$ cat src/rtl/core_test_ctrl_pkg.sv
// Shared types and default run parameters for the riscv-tests run controller.
package core_test_pkg;

    typedef enum logic [1:0] {
        ST_IDLE  = 2'd0,
        ST_RESET = 2'd1,
        ST_RUN   = 2'd2,
        ST_DONE  = 2'd3
    } state_t;

    localparam logic [31:0] HALT_PC_DEF = 32'h44;
    localparam logic [31:0] PASS_GP_DEF = 32'h1;
    localparam int          TIMEOUT_DEF = 5000;

endpackage

$ cat src/rtl/core_test_ctrl_if.sv
// Host load handshake plus the registered memory write port it feeds.
interface core_test_ctrl_if #(
    parameter int ADDR_W = 16
);
    logic              load_valid;
    logic              load_ready;
    logic [ADDR_W-1:0] load_addr;
    logic [31:0]       load_data;
    logic              mem_we;
    logic [ADDR_W-1:0] mem_addr;
    logic [31:0]       mem_wdata;

    modport master (
        output load_valid, load_addr, load_data,
        input  load_ready, mem_we, mem_addr, mem_wdata
    );

    modport slave (
        input  load_valid, load_addr, load_data,
        output load_ready, mem_we, mem_addr, mem_wdata
    );
endinterface

$ cat src/rtl/core_test_ctrl_load_port.sv
// Registers accepted host writes onto the memory write port; only open while enabled.
module ctrl_load_port #(
    parameter int ADDR_W = 16
) (
    input  logic              clk,
    input  logic              rst,
    input  logic              en,
    input  logic              load_valid,
    input  logic [ADDR_W-1:0] load_addr,
    input  logic [31:0]       load_data,
    output logic              load_ready,
    output logic              mem_we,
    output logic [ADDR_W-1:0] mem_addr,
    output logic [31:0]       mem_wdata
);

    logic              mem_we_q, mem_we_d;
    logic [ADDR_W-1:0] mem_addr_q, mem_addr_d;
    logic [31:0]       mem_wdata_q, mem_wdata_d;
    logic              accept;

    assign load_ready = en;
    assign accept     = load_valid && en;

    always_comb begin
        mem_we_d    = accept;
        mem_addr_d  = mem_addr_q;
        mem_wdata_d = mem_wdata_q;
        if (accept) begin
            mem_addr_d  = load_addr;
            mem_wdata_d = load_data;
        end
    end

    always_ff @(posedge clk or negedge rst) begin
        if (!rst) begin
            mem_we_q    <= 1'b0;
            mem_addr_q  <= '0;
            mem_wdata_q <= '0;
        end else begin
            mem_we_q    <= mem_we_d;
            mem_addr_q  <= mem_addr_d;
            mem_wdata_q <= mem_wdata_d;
        end
    end

    assign mem_we    = mem_we_q;
    assign mem_addr  = mem_addr_q;
    assign mem_wdata = mem_wdata_q;

endmodule

$ cat src/rtl/core_test_ctrl.sv
// Run controller: loads the program while the core is in reset, releases it, then
// ends the run on halt pc (pass/fail by gp) or on a RUN-cycle timeout.
module core_test_ctrl
    import core_test_pkg::*;
#(
    parameter logic [31:0] HALT_PC    = HALT_PC_DEF,
    parameter logic [31:0] PASS_GP    = PASS_GP_DEF,
    parameter int          TIMEOUT    = TIMEOUT_DEF,
    parameter int          RST_CYCLES = 2,
    parameter int          ADDR_W     = 16
) (
    input  logic               clk,
    input  logic               rst,
    input  logic               start,
    core_test_ctrl_if.slave    bus,
    output logic               core_rst,
    input  logic [31:0]        core_pc,
    input  logic [31:0]        core_gp,
    output logic               busy,
    output logic               done,
    output logic               pass,
    output logic               timeout,
    output logic [31:0]        cycles
);

    localparam logic [31:0] RST_LAST     = 32'(RST_CYCLES - 1);
    localparam logic [31:0] TIMEOUT_LAST = 32'(TIMEOUT - 1);

    state_t      state_q, state_d;
    logic [31:0] rst_cnt_q, rst_cnt_d;
    logic [31:0] cycles_q, cycles_d;
    logic        pass_q, pass_d;
    logic        timeout_q, timeout_d;
    logic        load_en;

    assign load_en = (state_q == ST_IDLE) || (state_q == ST_DONE);

    ctrl_load_port #(.ADDR_W(ADDR_W)) u_load_port (
        .clk        (clk),
        .rst        (rst),
        .en         (load_en),
        .load_valid (bus.load_valid),
        .load_addr  (bus.load_addr),
        .load_data  (bus.load_data),
        .load_ready (bus.load_ready),
        .mem_we     (bus.mem_we),
        .mem_addr   (bus.mem_addr),
        .mem_wdata  (bus.mem_wdata)
    );

    always_comb begin
        state_d   = state_q;
        rst_cnt_d = rst_cnt_q;
        cycles_d  = cycles_q;
        pass_d    = pass_q;
        timeout_d = timeout_q;
        case (state_q)
            ST_IDLE: begin
                if (start) begin
                    state_d   = ST_RESET;
                    rst_cnt_d = '0;
                end
            end
            ST_RESET: begin
                if (rst_cnt_q == RST_LAST) begin
                    state_d  = ST_RUN;
                    cycles_d = '0;
                end else begin
                    rst_cnt_d = rst_cnt_q + 32'd1;
                end
            end
            ST_RUN: begin
                // Halt is checked first so a halt on the last budgeted cycle still counts.
                if (core_pc == HALT_PC) begin
                    state_d   = ST_DONE;
                    pass_d    = (core_gp == PASS_GP);
                    timeout_d = 1'b0;
                end else if (cycles_q == TIMEOUT_LAST) begin
                    state_d   = ST_DONE;
                    pass_d    = 1'b0;
                    timeout_d = 1'b1;
                end else if (cycles_q != 32'hFFFF_FFFF) begin
                    cycles_d = cycles_q + 32'd1;
                end
            end
            ST_DONE: begin
                if (start) begin
                    state_d   = ST_RESET;
                    rst_cnt_d = '0;
                    pass_d    = 1'b0;
                    timeout_d = 1'b0;
                end
            end
            default: state_d = ST_IDLE;
        endcase
    end

    always_ff @(posedge clk or negedge rst) begin
        if (!rst) begin
            state_q   <= ST_IDLE;
            rst_cnt_q <= '0;
            cycles_q  <= '0;
            pass_q    <= 1'b0;
            timeout_q <= 1'b0;
        end else begin
            state_q   <= state_d;
            rst_cnt_q <= rst_cnt_d;
            cycles_q  <= cycles_d;
            pass_q    <= pass_d;
            timeout_q <= timeout_d;
        end
    end

    assign core_rst = (state_q != ST_RUN);
    assign busy     = (state_q == ST_RESET) || (state_q == ST_RUN);
    assign done     = (state_q == ST_DONE);
    assign pass     = pass_q;
    assign timeout  = timeout_q;
    assign cycles   = cycles_q;

endmodule

$ cat src/flat_wrapper.sv
// flat-port wrapper written by rule: the top's interface ports become plain ports
module core_test_ctrl_flat import core_test_pkg::*;
#(
    parameter logic [31:0] HALT_PC    = HALT_PC_DEF,
    parameter logic [31:0] PASS_GP    = PASS_GP_DEF,
    parameter int          TIMEOUT    = TIMEOUT_DEF,
    parameter int          RST_CYCLES = 2,
    parameter int          ADDR_W     = 16
)
  (clk, rst, start, core_rst, core_pc, core_gp, busy, done, pass, timeout, cycles, bus_load_valid, bus_load_addr, bus_load_data, bus_load_ready, bus_mem_we, bus_mem_addr, bus_mem_wdata);
  core_test_ctrl_if #(.ADDR_W(ADDR_W)) bus_i ();
  input  logic clk;
  input  logic rst;
  input  logic start;
  output logic core_rst;
  input  logic [31:0] core_pc;
  input  logic [31:0] core_gp;
  output logic busy;
  output logic done;
  output logic pass;
  output logic timeout;
  output logic [31:0] cycles;
  input wire logic [$bits(bus_i.load_valid)-1:0] bus_load_valid;
  input wire logic [$bits(bus_i.load_addr)-1:0] bus_load_addr;
  input wire logic [$bits(bus_i.load_data)-1:0] bus_load_data;
  output wire logic [$bits(bus_i.load_ready)-1:0] bus_load_ready;
  output wire logic [$bits(bus_i.mem_we)-1:0] bus_mem_we;
  output wire logic [$bits(bus_i.mem_addr)-1:0] bus_mem_addr;
  output wire logic [$bits(bus_i.mem_wdata)-1:0] bus_mem_wdata;
  assign bus_i.load_valid = bus_load_valid;
  assign bus_i.load_addr = bus_load_addr;
  assign bus_i.load_data = bus_load_data;
  assign bus_load_ready = bus_i.load_ready;
  assign bus_mem_we = bus_i.mem_we;
  assign bus_mem_addr = bus_i.mem_addr;
  assign bus_mem_wdata = bus_i.mem_wdata;
  core_test_ctrl #(.HALT_PC(HALT_PC), .PASS_GP(PASS_GP), .TIMEOUT(TIMEOUT), .RST_CYCLES(RST_CYCLES), .ADDR_W(ADDR_W)) u_core (.clk(clk), .rst(rst), .start(start), .bus(bus_i), .core_rst(core_rst), .core_pc(core_pc), .core_gp(core_gp), .busy(busy), .done(done), .pass(pass), .timeout(timeout), .cycles(cycles));
endmodule
$ cat config.mk
export PLATFORM = sky130hd
export DESIGN_NAME = core_test_ctrl_flat
export DESIGN_NICKNAME = d
export VERILOG_FILES = /design/src/rtl/core_test_ctrl_pkg.sv /design/src/rtl/core_test_ctrl_if.sv /design/src/rtl/core_test_ctrl_load_port.sv /design/src/rtl/core_test_ctrl.sv /design/src/flat_wrapper.sv
export SDC_FILE = /design/constraint.sdc
export NUM_CORES = 1
export LEC_CHECK = 0
export ABC_AREA = 1
export BUFFER_PORTS_ARGS = -buffer_cell sky130_fd_sc_hd__buf_2
export CAP_MARGIN = 20
export CORE_UTILIZATION = 40
export DETAILED_ROUTE_END_ITERATION = 8
export SYNTH_ARGS = -nofsm -noshare
export SYNTH_HDL_FRONTEND = slang
export SYNTH_SLANG_ARGS = --single-unit
export TNS_END_PERCENT = 1
$ cat constraint.sdc
create_clock -name clk -period 5.3 [get_ports clk]
set_clock_uncertainty 0.05 [all_clocks]
set_input_delay 0.265 -clock clk [delete_from_list [all_inputs] [get_ports clk]]
set_output_delay 0.265 -clock clk [all_outputs]
set_load 0.1 [all_outputs]
Word-level counts from Yosys, hierarchy flattened
Index checks and enable logic that the tools add are counted.
{ "classes": {"n_addsub": 2, "n_eq_ne": 17, "mux": 20, "reduce_logical": 12} }
{ "ops": {"columns": ["op", "n"], "rows": [
  ["$mux W32", 6],
  ["$pmux W32 S2", 2],
  ["$add A32 B1 Y32 const B", 2],
  ["$eq A32 B1 Y1 const B", 2],
  ["$eq A32 B13 Y1 const B", 1],
  ["$eq A32 B7 Y1 const B", 1],
  ["$ne A32 B32 Y1 const B", 1],
  ["$ne A2 B2 Y1 const B", 5],
  ["$reduce_and A3 Y1", 3],
  ["$mux W2", 4],
  ["$ne A2 B1 Y1 const B", 3],
  ["$pmux W2 S3", 1],
  ["$reduce_bool A2 Y1", 3],
  ["$mux W1", 5],
  ["$reduce_and A5 Y1", 1],
  ["$eq A2 B2 Y1 const B", 2],
  ["$pmux W1 S2", 2],
  ["$ne A3 B1 Y1 const B", 1],
  ["$eq A2 B1 Y1 const B", 1],
  ["$logic_not A2 Y1", 1],
  ["$logic_or A1 B1 Y1", 2],
  ["$reduce_or A2 Y1", 1],
  ["$logic_and A1 B1 Y1", 1]
]} }
{ "word_totals": {"regBits": 117, "word_cells": 59} }

Logic depth before layout (Yosys ltp)
Gate-level depths: netlist of the first run.
{ "logic_depth": {"depth_word": 5, "depth_mapped": 12} }

Cells and area by module
From an unflattened synthesis of the first run, not the netlist that was laid out.
{ "unflattened": {"hier_cells": 1118, "area_unflattened_um2": 7275.7} }
{ "by_module_without_submodules": {"columns": ["mod", "instances", "cells_per_inst", "area_per_inst_um2"], "rows": [
  ["core_test_ctrl", 1, 907, 5365.1],
  ["ctrl_load_port", 1, 211, 1910.6]
]} }

Worst setup path after synthesis of the first run
OpenSTA, ideal clock, no wires.
{ "synth_path": {"path_kind": "register to register", "startpoint": "register u_core.state_q[0]", "endpoint": "register u_core.rst_cnt_q[26]", "arrival_ps": 2778, "required_ps": 5166, "slack_ps": 2388, "path_stages_with_launch": 7, "path_buffers": 1, "period_less_slack_ps": 2912, "path_cell_list": "dfrtp_1 inv_1 ha_1 inv_1 clkbuf_1 nand3_1 o21ai_0"} }
{ "synth_via": {"elab_chain_cells": 4} }
{ "synth_rtl": {"columns": ["element", "line_no", "text"], "rows": [
  ["start: declaration", "core_test_ctrl.sv:29", "state_t state_q, state_d;"],
  ["start signal: assignment", "core_test_ctrl.sv:106", "state_q <= state_d;"],
  ["$eq A2 B2 Y1 / $logic_not A2 Y1 (equally long branches)", "core_test_ctrl.sv:57", "case (state_q)"],
  ["$reduce_or A2 Y1 (no source line)", null, null],
  ["$ne A2 B1 Y1 (no source line) / $reduce_bool A2 Y1 (equally long branches)", null, null],
  ["$reduce_and A3 Y1 (no source line)", null, null],
  ["end signal: assignment", "core_test_ctrl.sv:107", "rst_cnt_q <= rst_cnt_d;"],
  ["end: declaration", "core_test_ctrl.sv:30", "logic [31:0] rst_cnt_q, rst_cnt_d;"]
]} }
Parallel ways exist; a longest one is shown, timed or not.
A chain may end at the register's enable or synchronous reset.

Worst setup path in the final report of the first run
{ "layout_path": {"startpoint": "register u_core.state_q[0]", "endpoint": "register u_core.rst_cnt_q[6]"} }
The elaborated chain is that of the path after synthesis.

==> summary.txt, run 1 <==
Status
  – Status: completed

Cells and area
  – Share of cells above drive strength 1: 19.3%
  – Diode count: 0
  – Nets@finish: 1429
  – Fillers: 1652
  – Post-route cell area: 9220 um2
  – Layout area overhead: 31.9%

STA
  – Post-route setup TNS: 0 ns
  – PnR worst setup slack: 2.18 ns
  – Pins Over Slew Limit: 0
  – Worst-Margin Slew: 0.748 ns
  – Max_slew headroom: 50.1%
  – Fin crit period: 3.12 ns
  – Final setup fails: 0
  – Highest clock rate: 321 MHz
  – Fin crit share: 58.8%
  – RSZ-0062 raised after global routing: false
  – Hold Fails Final Rpt: 0

Die
  – Cell Rows: 47
  – Die Y: 134 um
  – DIE AREA: 18000 um2
  – Core box area: 16800 um2
  – Boundary Pins: 203
  – Die extent in x: 134 um
  – Starting Density: 41.6%

Detailed routing
  – Pre-antenna DRT Iters: 7
  – DRC viols: 0
  – Detailed-route via count: 7257
  – Via density per instance: 4.72
  – DR iter-0 viols: 489
  – Post-Route WL: 20200 um
  – WL/cell: 13.1 um
  – Routed Antenna Nets: 0

Global routing
  – Gr ovfl total: 0
  – Pin count of the biggest net entering global routing: 84
  – Gr usage total: 23.1%
  – Initial antenna violation count: 0
  – Vias in the first global route: 6834
  – Global-route wire length before repair: 33200 um

Synthesis
  – Netlist cell types: 31
  – Seq cells post-synth: 117
  – Post-synth top cells: 475 x nand2_1, 191 x nor2_1, 117 x dfrtp_1
  – Yosys warns: 0
  – Yosys top cell by area: dfrtp_1
  – Syn Area/Cell: 6.56 um2
  – Ys flop type: dfrtp_1
  – Most common cell in the netlist: nand2_1
  – Synth top area share: 41.9%
  – Cell Area, Synth: 6990 um2
  – Register area share after synthesis: 41.9%
  – Area contributors post-synth: dfrtp_1 42%, nand2_1 26%, nor2_1 10%
  – Fraction of registers with async set/reset: 100%
  – Mapped Cells: 1065
  – Syn Nets: 1188
  – Number of enable flip-flop cells after synthesis: 0

Critical path
  – Crit-path max FO: 26
  – Type of the worst setup path: flop to flop
  – CP Launch Type: flop
  – Worst setup path startpoint: u_core.state_q[0]
  – Slowest-stage cell, CP: ha_1
  – CP max stage delay: 0.64 ns
  – CP Capture Type: flop
  – CP arrival: 3.37 ns
  – Reg-to-Reg Start: u_core.state_q[0]
  – Critical path's most frequent cell: inv_1
  – WP buf/inv: 4
  – Worst setup endpoint: u_core.rst_cnt_q[6]
  – Internal reg-to-reg setup slack: 2.18 ns
  – R2r endpoint: u_core.rst_cnt_q[6]
  – Levels on crit path: 8
  – Worst path required time: 5.55 ns
  – Cell family with most CP delay: buffers and inverters
  – Crit path cell chain: inv_1 > ha_1 > inv_1 > nand3b_1 > buf_4 > inv_1 > nand2_1 > nand2_1
  – Reg2reg path depth: 8

Pwr
  – Static leakage: 4.68 nW
  – Maximum VDD drop: 0.558 mV
  – Pwr dens: 570 nW/um2

Clocking
  – CTS buffer count: 17
  – Number of H-tree levels: 4
  – Post-CTS resize count: 0
  – Clk buf depth: 2
  – Root Driver: clkbuf_16
  – Setup repair bufs after CTS: 0
  – Hold-fix buffers, CTS: 42
  – Reg clk slew, reported paths: 0.06 ns
  – Sink Count: 117
  – Worst skew pair latency: 0.41 ns
  – CTS tree: built

Job
  – Max_cap viols: 0

Placement
  – Dpl ws: 2.17 ns
  – Post-DP HPWL: 14300 um
  – PortBufs: 202
  – Area after DPL: 8170 um2
  – Placer Congestion: 0.916

Worst hold path
  – Hold path startpoint: bus_load_addr[3]
  – HP Class: primary input to flop
-- tightest hold or removal path: cells and delay by family --
kind          cells  cell delay, ns
simple gates      2            0.09
buf+inv           1            0.08
-- worst min path at each step --
| stage | end | slack [ns] | cells after the start |
|---|---|---|---|
| after floorplan | u_core.cycles[0] | -0.08 | 0 |
| after global placement | u_core.pass | 0.40 | 2 |
| after detailed placement | u_core.pass | 0.40 | 2 |
| after CTS | u_core.u_load_port.mem_wdata[10] | 0.00005 | 3 |
| after global routing | u_core.u_load_port.mem_addr[3] | 0.009 | 3 |
| final | u_core.u_load_port.mem_addr[3] | 0.008 | 3 |
-- through the flow --
| stage | instances | hold WS [ns] | utilization (%) | total power [W] |
|---|---|---|---|---|
| finish | 1538 | 0.00803 | 54.8 | 0.00526 |
| global route | 1538 | 0.00943 | 54.8 | 0.00554 |
| CTS | 1536 | 0.0000451 | 54.7 | 0.00529 |
| detailed placement | 1463 | 0.404 | 48.6 | 0.00407 |
| global placement | 1463 | 0.402 | 48.6 | 0.00405 |
| floorplan | 1065 | -0.0806 | - | 0.00359 |
-- report_power, final --
group / switching (W) / internal [W]
Sequential: 0.000129 / 0.00111
Combinational: 0.00240 / 0.000438
Clock: 0.000439 / 0.000742
-- cells by family (layout without fill, tap and decap cells) --
group / after synthesis / after routing / share of synthesized area (%)
and+or+nand+nor: 778 / 778 / 44.8
DFF: 117 / 117 / 41.9
buffers and inverters: 91 / 344 / 5.44
AOI/OAI and AO/OA: 45 / 45 / 3.26
xor gates and xnor gates: 26 / 26 / 3.26
adders and majority gates: 7 / 7 / 1.25
muxes: 1 / 1 / 0.161
-- per-layer routing --
| metal | wire length, um | GRT usage [%] | vias up |
|---|---|---|---|
| met5 | 0 | 0 | - |
| met4 | 233 | 5.87 | 0 |
| met3 | 1180 | 4.80 | 23 |
| met2 | 8990 | 36.8 | 232 |
| met1 | 9800 | 31.9 | 3224 |
| li1 | - | - | 3778 |
-- registers in the layout (all words and copies together), names as in the netlist --
register and flops:
u_core.cycles 32, u_core.rst_cnt_q 32, u_core.u_load_port.mem_wdata 32, u_core.u_load_port.mem_addr 16
u_core.state_q 2, u_core.pass 1, u_core.timeout 1, u_core.u_load_port.mem_we 1
-- final cells by class --
class	instances	area, um2	area share (%)
repair buffers	251	1500	16.3
clock buffers	17	425	4.61
multi-input cells	857	3680	39.9
inverters	62	233	2.52
clock inverters	14	178	1.93
well taps	220	275	2.98
flip-flops and latches	117	2930	31.7
-- cells in the final DEF, fill, tap and decap left out, drive strengths merged --
master	instances
nand2	479
buf	208
nor2	197
dfrtp	117
nand3	74
inv	66
dlygate4sd3	43
o21ai	37
clkbuf	17
xor2	16
nor3	13
xnor2	10
a21oi	7
ha	7
nand3b	6
nand4	6
clkinvlp	4
bufinv	3
clkinv	3
o21a	1
and3	1
or2	1
and2	1
mux2	1
Power figures use the tool's default switching activity.
==> run 2, diff against run 1 <==
==> constraint.sdc (replaced) <==
create_clock -name clk -period 3.1 [get_ports clk]
set_clock_uncertainty 0.05 [all_clocks]
set_input_delay 0.155 -clock clk [delete_from_list [all_inputs] [get_ports clk]]
set_output_delay 0.155 -clock clk [all_outputs]
set_load 0.1 [all_outputs]
==> summary.txt, run 2 (synthesis results as in run 1) <==
Status
  – Status: completed

Die
  – Die extent in x: 134 um
  – Cell Rows: 47
  – Die Y: 134 um
  – Core box area: 16800 um2
  – Starting Density: 41.6%
  – DIE AREA: 18000 um2
  – Boundary Pins: 203

Placement
  – Post-DP HPWL: 14300 um
  – Placer Congestion: 0.909
  – PortBufs: 202

STA
  – Worst-Margin Slew: 0.761 ns
  – Fin crit period: 2.45 ns
  – Pins Over Slew Limit: 0
  – Hold Fails Final Rpt: 0
  – Post-route setup TNS: 0 ns
  – RSZ-0062 raised after global routing: false
  – Final setup fails: 0
  – Fin crit share: 78.9%
  – Highest clock rate: 409 MHz
  – Max_slew headroom: 49.3%

Critical path
  – Worst setup path startpoint: u_core.state_q[0]
  – Reg-to-Reg Start: u_core.cycles[0]
  – Internal reg-to-reg setup slack: 0.81 ns
  – CP arrival: 2.24 ns
  – Critical path's most frequent cell: inv_1
  – Slowest-stage cell, CP: buf_2
  – Cell family with most CP delay: buffers and inverters
  – WP buf/inv: 4
  – Crit-path max FO: 20
  – Crit path cell chain: inv_1 > ha_1 > inv_1 > buf_4 > buf_2
  – CP Launch Type: flop
  – CP max stage delay: 0.48 ns
  – CP Capture Type: output pin
  – Worst path required time: 2.89 ns
  – Type of the worst setup path: flop to output pin

Cells and area
  – Final Util: 55.1%
  – Fillers: 1684
  – Layout area overhead: 32.6%
  – Most common cell after layout, fill and taps aside: nand2_1
  – Nets@finish: 1440
  – Diode count: 0
  – Share of cells above drive strength 1: 19.6%
  – Most frequent cells in the layout: 475 x nand2_1, 201 x buf_2, 191 x nor2_1

Detailed routing
  – Routed Antenna Nets: 0
  – Pre-antenna DRT Iters: 6
  – DRC viols: 0
  – WL/cell: 13.0 um
  – DR iter-0 viols: 421
  – Via density per instance: 4.74
  – Post-Route WL: 20200 um
  – Detailed-route via count: 7342

Global routing
  – Pin count of the biggest net entering global routing: 62
  – Global-route wire length before repair: 32900 um
  – Vias in the first global route: 6658
  – Initial antenna violation count: 0
  – Gr usage total: 23.1%
  – Gr ovfl total: 0

Pwr
  – Static leakage: 4.70 nW
  – Pwr dens: 961 nW/um2
  – Maximum VDD drop: 1.13 mV

Worst hold path
  – Hold path startpoint: start
  – HP Class: primary input to flop

Clocking
  – Number of H-tree levels: 4
  – Worst skew pair latency: 0.42 ns
  – Reg clk slew, reported paths: 0.05 ns
  – Sink Count: 117
  – Root Driver: clkbuf_16
  – Clk buf depth: 2
  – CTS tree: built
  – Post-CTS resize count: 0
  – CTS buffer count: 17

Job
  – Max_cap viols: 0
-- run 2: cell types whose count changed in the layout (fill, tap and decap cells not counted), sizes merged --
cell	before	now
buf	208	213
inv	66	65
bufinv	3	0
dlygate4sd3	43	49
clkbuf	17	19
clkinv	3	6
-- run 2: worst paths after layout --
kind                                                     to  cells after the start
min in group asynchronous                 u_core.cycles[17]                      2
hold reg to reg                              u_core.timeout                      2
setup / recovery                                   core_rst                      5
setup reg to reg                           u_core.cycles[9]                     12
hold / removal                               u_core.timeout                      4
max in group asynchronous  u_core.u_load_port.mem_wdata[10]                      3
-- run 2: final cells by class --
| cell class | instances | area (um2) | share of cell area (%) |
|---|---|---|---|
| inverter | 62 | 233 | 2.51 |
| tap | 220 | 275 | 2.97 |
| multi-input combinational | 857 | 3680 | 39.7 |
| timing repair buffer | 262 | 1600 | 17.2 |
| clock buffer | 19 | 453 | 4.88 |
| sequential | 117 | 2930 | 31.6 |
| clock inverter | 13 | 101 | 1.09 |
-- run 2: what timing repair did --
action | 4_1_cts | 5_1_grt
buffers inserted | 0 | 0
hold buffers | 49 | 0
endpoints found under the hold margin | 104 | 0
-- run 2: power breakdown --
| part | leakage (nW) | switching, W | internal [W] |
|---|---|---|---|
| Sequential | 1.55 | 0.000213 | 0.00189 |
| Clock | 0.262 | 0.000768 | 0.00107 |
| Combinational | 2.89 | 0.00413 | 0.000833 |
-- run 2: per-stage QoR --
step	hold slack (ns)	setup slack (ns)	instances	total power, W	cell area (um2)
final	0.119	0.654	1550	0.00891	9270
after global routing	0.137	0.534	1550	0.00936	9270
after CTS	0.110	0.628	1550	0.00897	9270
after floorplan	-0.191	0.188	1065	0.00613	6990
after detailed placement	0.231	0.761	1469	0.00705	8230
after global placement	0.224	0.850	1469	0.00703	8230
-- run 2: layer usage --
metal / wire (um) / part of all wire, % / vias up / track usage [%]
li1: - / - / 3804 / -
met1: 9590 / 47 / 3263 / 32.7
met2: 9020 / 45 / 256 / 35.1
met3: 1450 / 7.2 / 19 / 6.05
met4: 170 / 0.84 / 0 / 5.37
met5: 0 / 0 / - / 0
-- run 2: worst reg2reg max path: cells and delay by family, from the launching register on --
family	cells	cell delay (ns)
fa+ha+maj	1	0.27
flops	1	0.45
buf+inv	1	0.23
simple gates	10	1.22
==> run 3, diff against run 2 <==
--- a/config.mk
+++ b/config.mk
@@ -5,11 +5,12 @@
 export SDC_FILE = /design/constraint.sdc
 export NUM_CORES = 1
 export LEC_CHECK = 0
-export ABC_AREA = 1
+export ABC_AREA = 0
 export BUFFER_PORTS_ARGS = -buffer_cell sky130_fd_sc_hd__buf_2
 export CAP_MARGIN = 20
 export CORE_UTILIZATION = 40
 export DETAILED_ROUTE_END_ITERATION = 8
+export PLACE_DENSITY = 0.66
 export SYNTH_ARGS = -nofsm -noshare
 export SYNTH_HDL_FRONTEND = slang
 export SYNTH_SLANG_ARGS = --single-unit
==> constraint.sdc (replaced) <==
create_clock -name clk -period 2.5 [get_ports clk]
set_clock_uncertainty 0.05 [all_clocks]
set_input_delay 0.125 -clock clk [delete_from_list [all_inputs] [get_ports clk]]
set_output_delay 0.125 -clock clk [all_outputs]
set_load 0.1 [all_outputs]
==> summary.txt, run 3 <==
Synthesis
  – Syn Nets: 697
  – Ys flop type: dfrtp_1
  – Area contributors post-synth: dfrtp_1 50%, mux2_2 9.4%, o21ai_0 3.2%
  – Post-synth top cells: 117 x dfrtp_1, 49 x mux2_2, 48 x nand2_1
  – Seq cells post-synth: 117
  – Netlist cell types: 47
  – Most common cell in the netlist: dfrtp_1
  – Fraction of registers with async set/reset: 100%
  – Number of enable flip-flop cells after synthesis: 0
  – Synth top area share: 49.9%
  – Yosys warns: 0
  – Yosys top cell by area: dfrtp_1
  – Mapped Cells: 574
  – Syn Area/Cell: 10.2 um2
  – Register area share after synthesis: 49.9%
  – Cell Area, Synth: 5870 um2

Pwr
  – Tot Pwr: 0.00445 W
  – Static leakage: 4.25 nW
  – Maximum VDD drop: 0.450 mV
  – Pwr dens: 504 nW/um2

STA
  – Fin crit share: 100%
  – Pins Over Slew Limit: 0
  – Post-route setup TNS: -0.00785 ns
  – Worst-Margin Slew: 0.891 ns
  – Final setup fails: 1
  – RSZ-0062 raised after global routing: true
  – PnR worst setup slack: -0.00785 ns
  – Max_slew headroom: 40.6%
  – Hold Fails Final Rpt: 0
  – Fin crit period: 2.51 ns
  – Highest clock rate: 399 MHz

Clocking
  – Root Driver: clkbuf_16
  – Sink Count: 117
  – CTS tree: built
  – CTS buffer count: 17
  – Reg clk slew, reported paths: 0.05 ns
  – Clk buf depth: 2
  – Worst skew pair latency: 0.41 ns
  – Number of H-tree levels: 4
  – Setup repair bufs after CTS: 0

Global routing
  – Gr ovfl total: 0
  – Global-route wire length before repair: 29500 um
  – Vias in the first global route: 6146
  – Pin count of the biggest net entering global routing: 67
  – Gr usage total: 24.9%
  – Initial antenna violation count: 0

Cells and area
  – Sequential cell area: 2990 um2
  – Fillers: 1152
  – Nets@finish: 1007
  – Finished Layout Cells: 1077
  – Multi-input gate area: 2910 um2
  – Diode count: 0
  – Most common cell after layout, fill and taps aside: buf_2
  – Most frequent cells in the layout: 201 x buf_2, 87 x dfrtp_1, 58 x buf_4
  – Post-route cell area: 8820 um2
  – Layout area overhead: 50.2%
  – Share of cells above drive strength 1: 45.5%

Placement
  – Post-DP HPWL: 12500 um
  – Area after DPL: 7650 um2
  – Dpl ws: -0.0371 ns
  – Post-placement cell count: 993
  – PortBufs: 202
  – Placer Congestion: 0.870

Detailed routing
  – Via density per instance: 5.67
  – Detailed-route via count: 6107
  – Routed Antenna Nets: 0
  – Pre-antenna DRT Iters: 5
  – DRC viols: 0
  – Post-Route WL: 18500 um
  – DR iter-0 viols: 585
  – WL/cell: 17.2 um

Critical path
  – WP buf/inv: 0
  – Crit-path max FO: 7
  – CP Launch Type: flop
  – Slowest-stage cell, CP: dfrtp_4
  – CP arrival: 2.74 ns
  – Type of the worst setup path: flop to flop
  – CP max stage delay: 0.45 ns
  – Worst path required time: 2.74 ns
  – CP Capture Type: flop
  – Crit path cell chain: nand4_1 > nor2_2 > nand3_1 > or2_2 > or3_1 > o311a_1 > a221o_1
  – Cell family with most CP delay: simple AND/OR/NAND/NOR gates

Worst hold path
  – HP Class: primary input to flop

Job
  – Max_cap viols: 0

Die
  – Die Y: 123 um
  – DIE AREA: 15200 um2
  – Starting Density: 41.7%
  – Core box area: 14100 um2
  – Boundary Pins: 203
  – Die extent in x: 123 um
  – Cell Rows: 43

Status
  – Failing checks: setup timing
  – Status: complete, but fails checks
-- run 3: area by class of cell --
cell class              instances  area share, %
inverters                      18          0.922
well taps                     180           2.55
multi-input cells             415           33.0
flip-flops and latches        117           33.9
clock buffers                  22           5.26
repair buffers                315           23.1
clock inverters                10           1.19
-- run 3: worst register-to-register path: cells and delay by family, from the launching register on --
family	cells	cell delay, ns
and+or+nand+nor	5	1.26
AOI/OAI and AO/OA	2	0.61
DFF	1	0.45
-- run 3: path summary, 6_finish.rpt --
check / depth (start not counted) / end / slack (ns) / from
hold / removal: 4 / u_core.timeout / 0.04 / start
min in group asynchronous: 2 / u_core.cycles[4] / 0.33 / rst
max in group asynchronous: 3 / u_core.cycles[11] / 1.31 / rst
setup reg to reg: 7 / u_core.cycles[31] / -0.008 / u_core.cycles[4]
setup / recovery: 7 / u_core.cycles[31] / -0.008 / u_core.cycles[4]
hold reg to reg: 1 / u_core.u_load_port.mem_wdata[14] / 0.45 / u_core.u_load_port.mem_wdata[14]
-- run 3: cell families (layout without fill, tap and decap cells) --
kind of cell    Yosys count  count (layout)  share of synthesized area [%]
compound gates          138             138                           16.0
mux                      54              54                           10.2
buf+inv                  42             365                           2.81
flops                   117             117                           49.9
fa+ha+maj                 7               7                           1.49
simple gates            216             216                           19.6
-- run 3: power breakdown --
group | switching, W | internal [W] | leakage, nW | total (W)
clock | 0.000838 | 0.00151 | 0.279 | 0.00234
combinational | 0.0000828 | 0.000124 | 2.64 | 0.000206
sequential | 0.000000000000708 | 0.00190 | 1.33 | 0.00190
total | 0.000921 | 0.00352 | 4.25 | 0.00445
-- run 3: repair_timing --
action | in CTS | in global routing
endpoints found under the setup margin | 6 | 34
pin swaps | 0 | 3
hold endpoints to repair | 113 | 0
hold buffers | 52 | 0
gates resized for setup | 1 | 16
-- run 3: metrics by stage --
stage	utilization (%)	hold WS, ns
finish	62.6	0.0373
global route	62.6	0.0662
CTS	62.0	0.0282
detailed placement	54.3	0.257
global placement	54.3	0.249
floorplan	-	-0.221
-- run 3: layer usage --
| layer | global-route usage, % | share of wire, % |
|---|---|---|
| met2 | 42.1 | 52 |
| met3 | 5.12 | 5.3 |
| met5 | 0 | 0 |
| met1 | 30.7 | 40 |
| met4 | 10.8 | 2.5 |
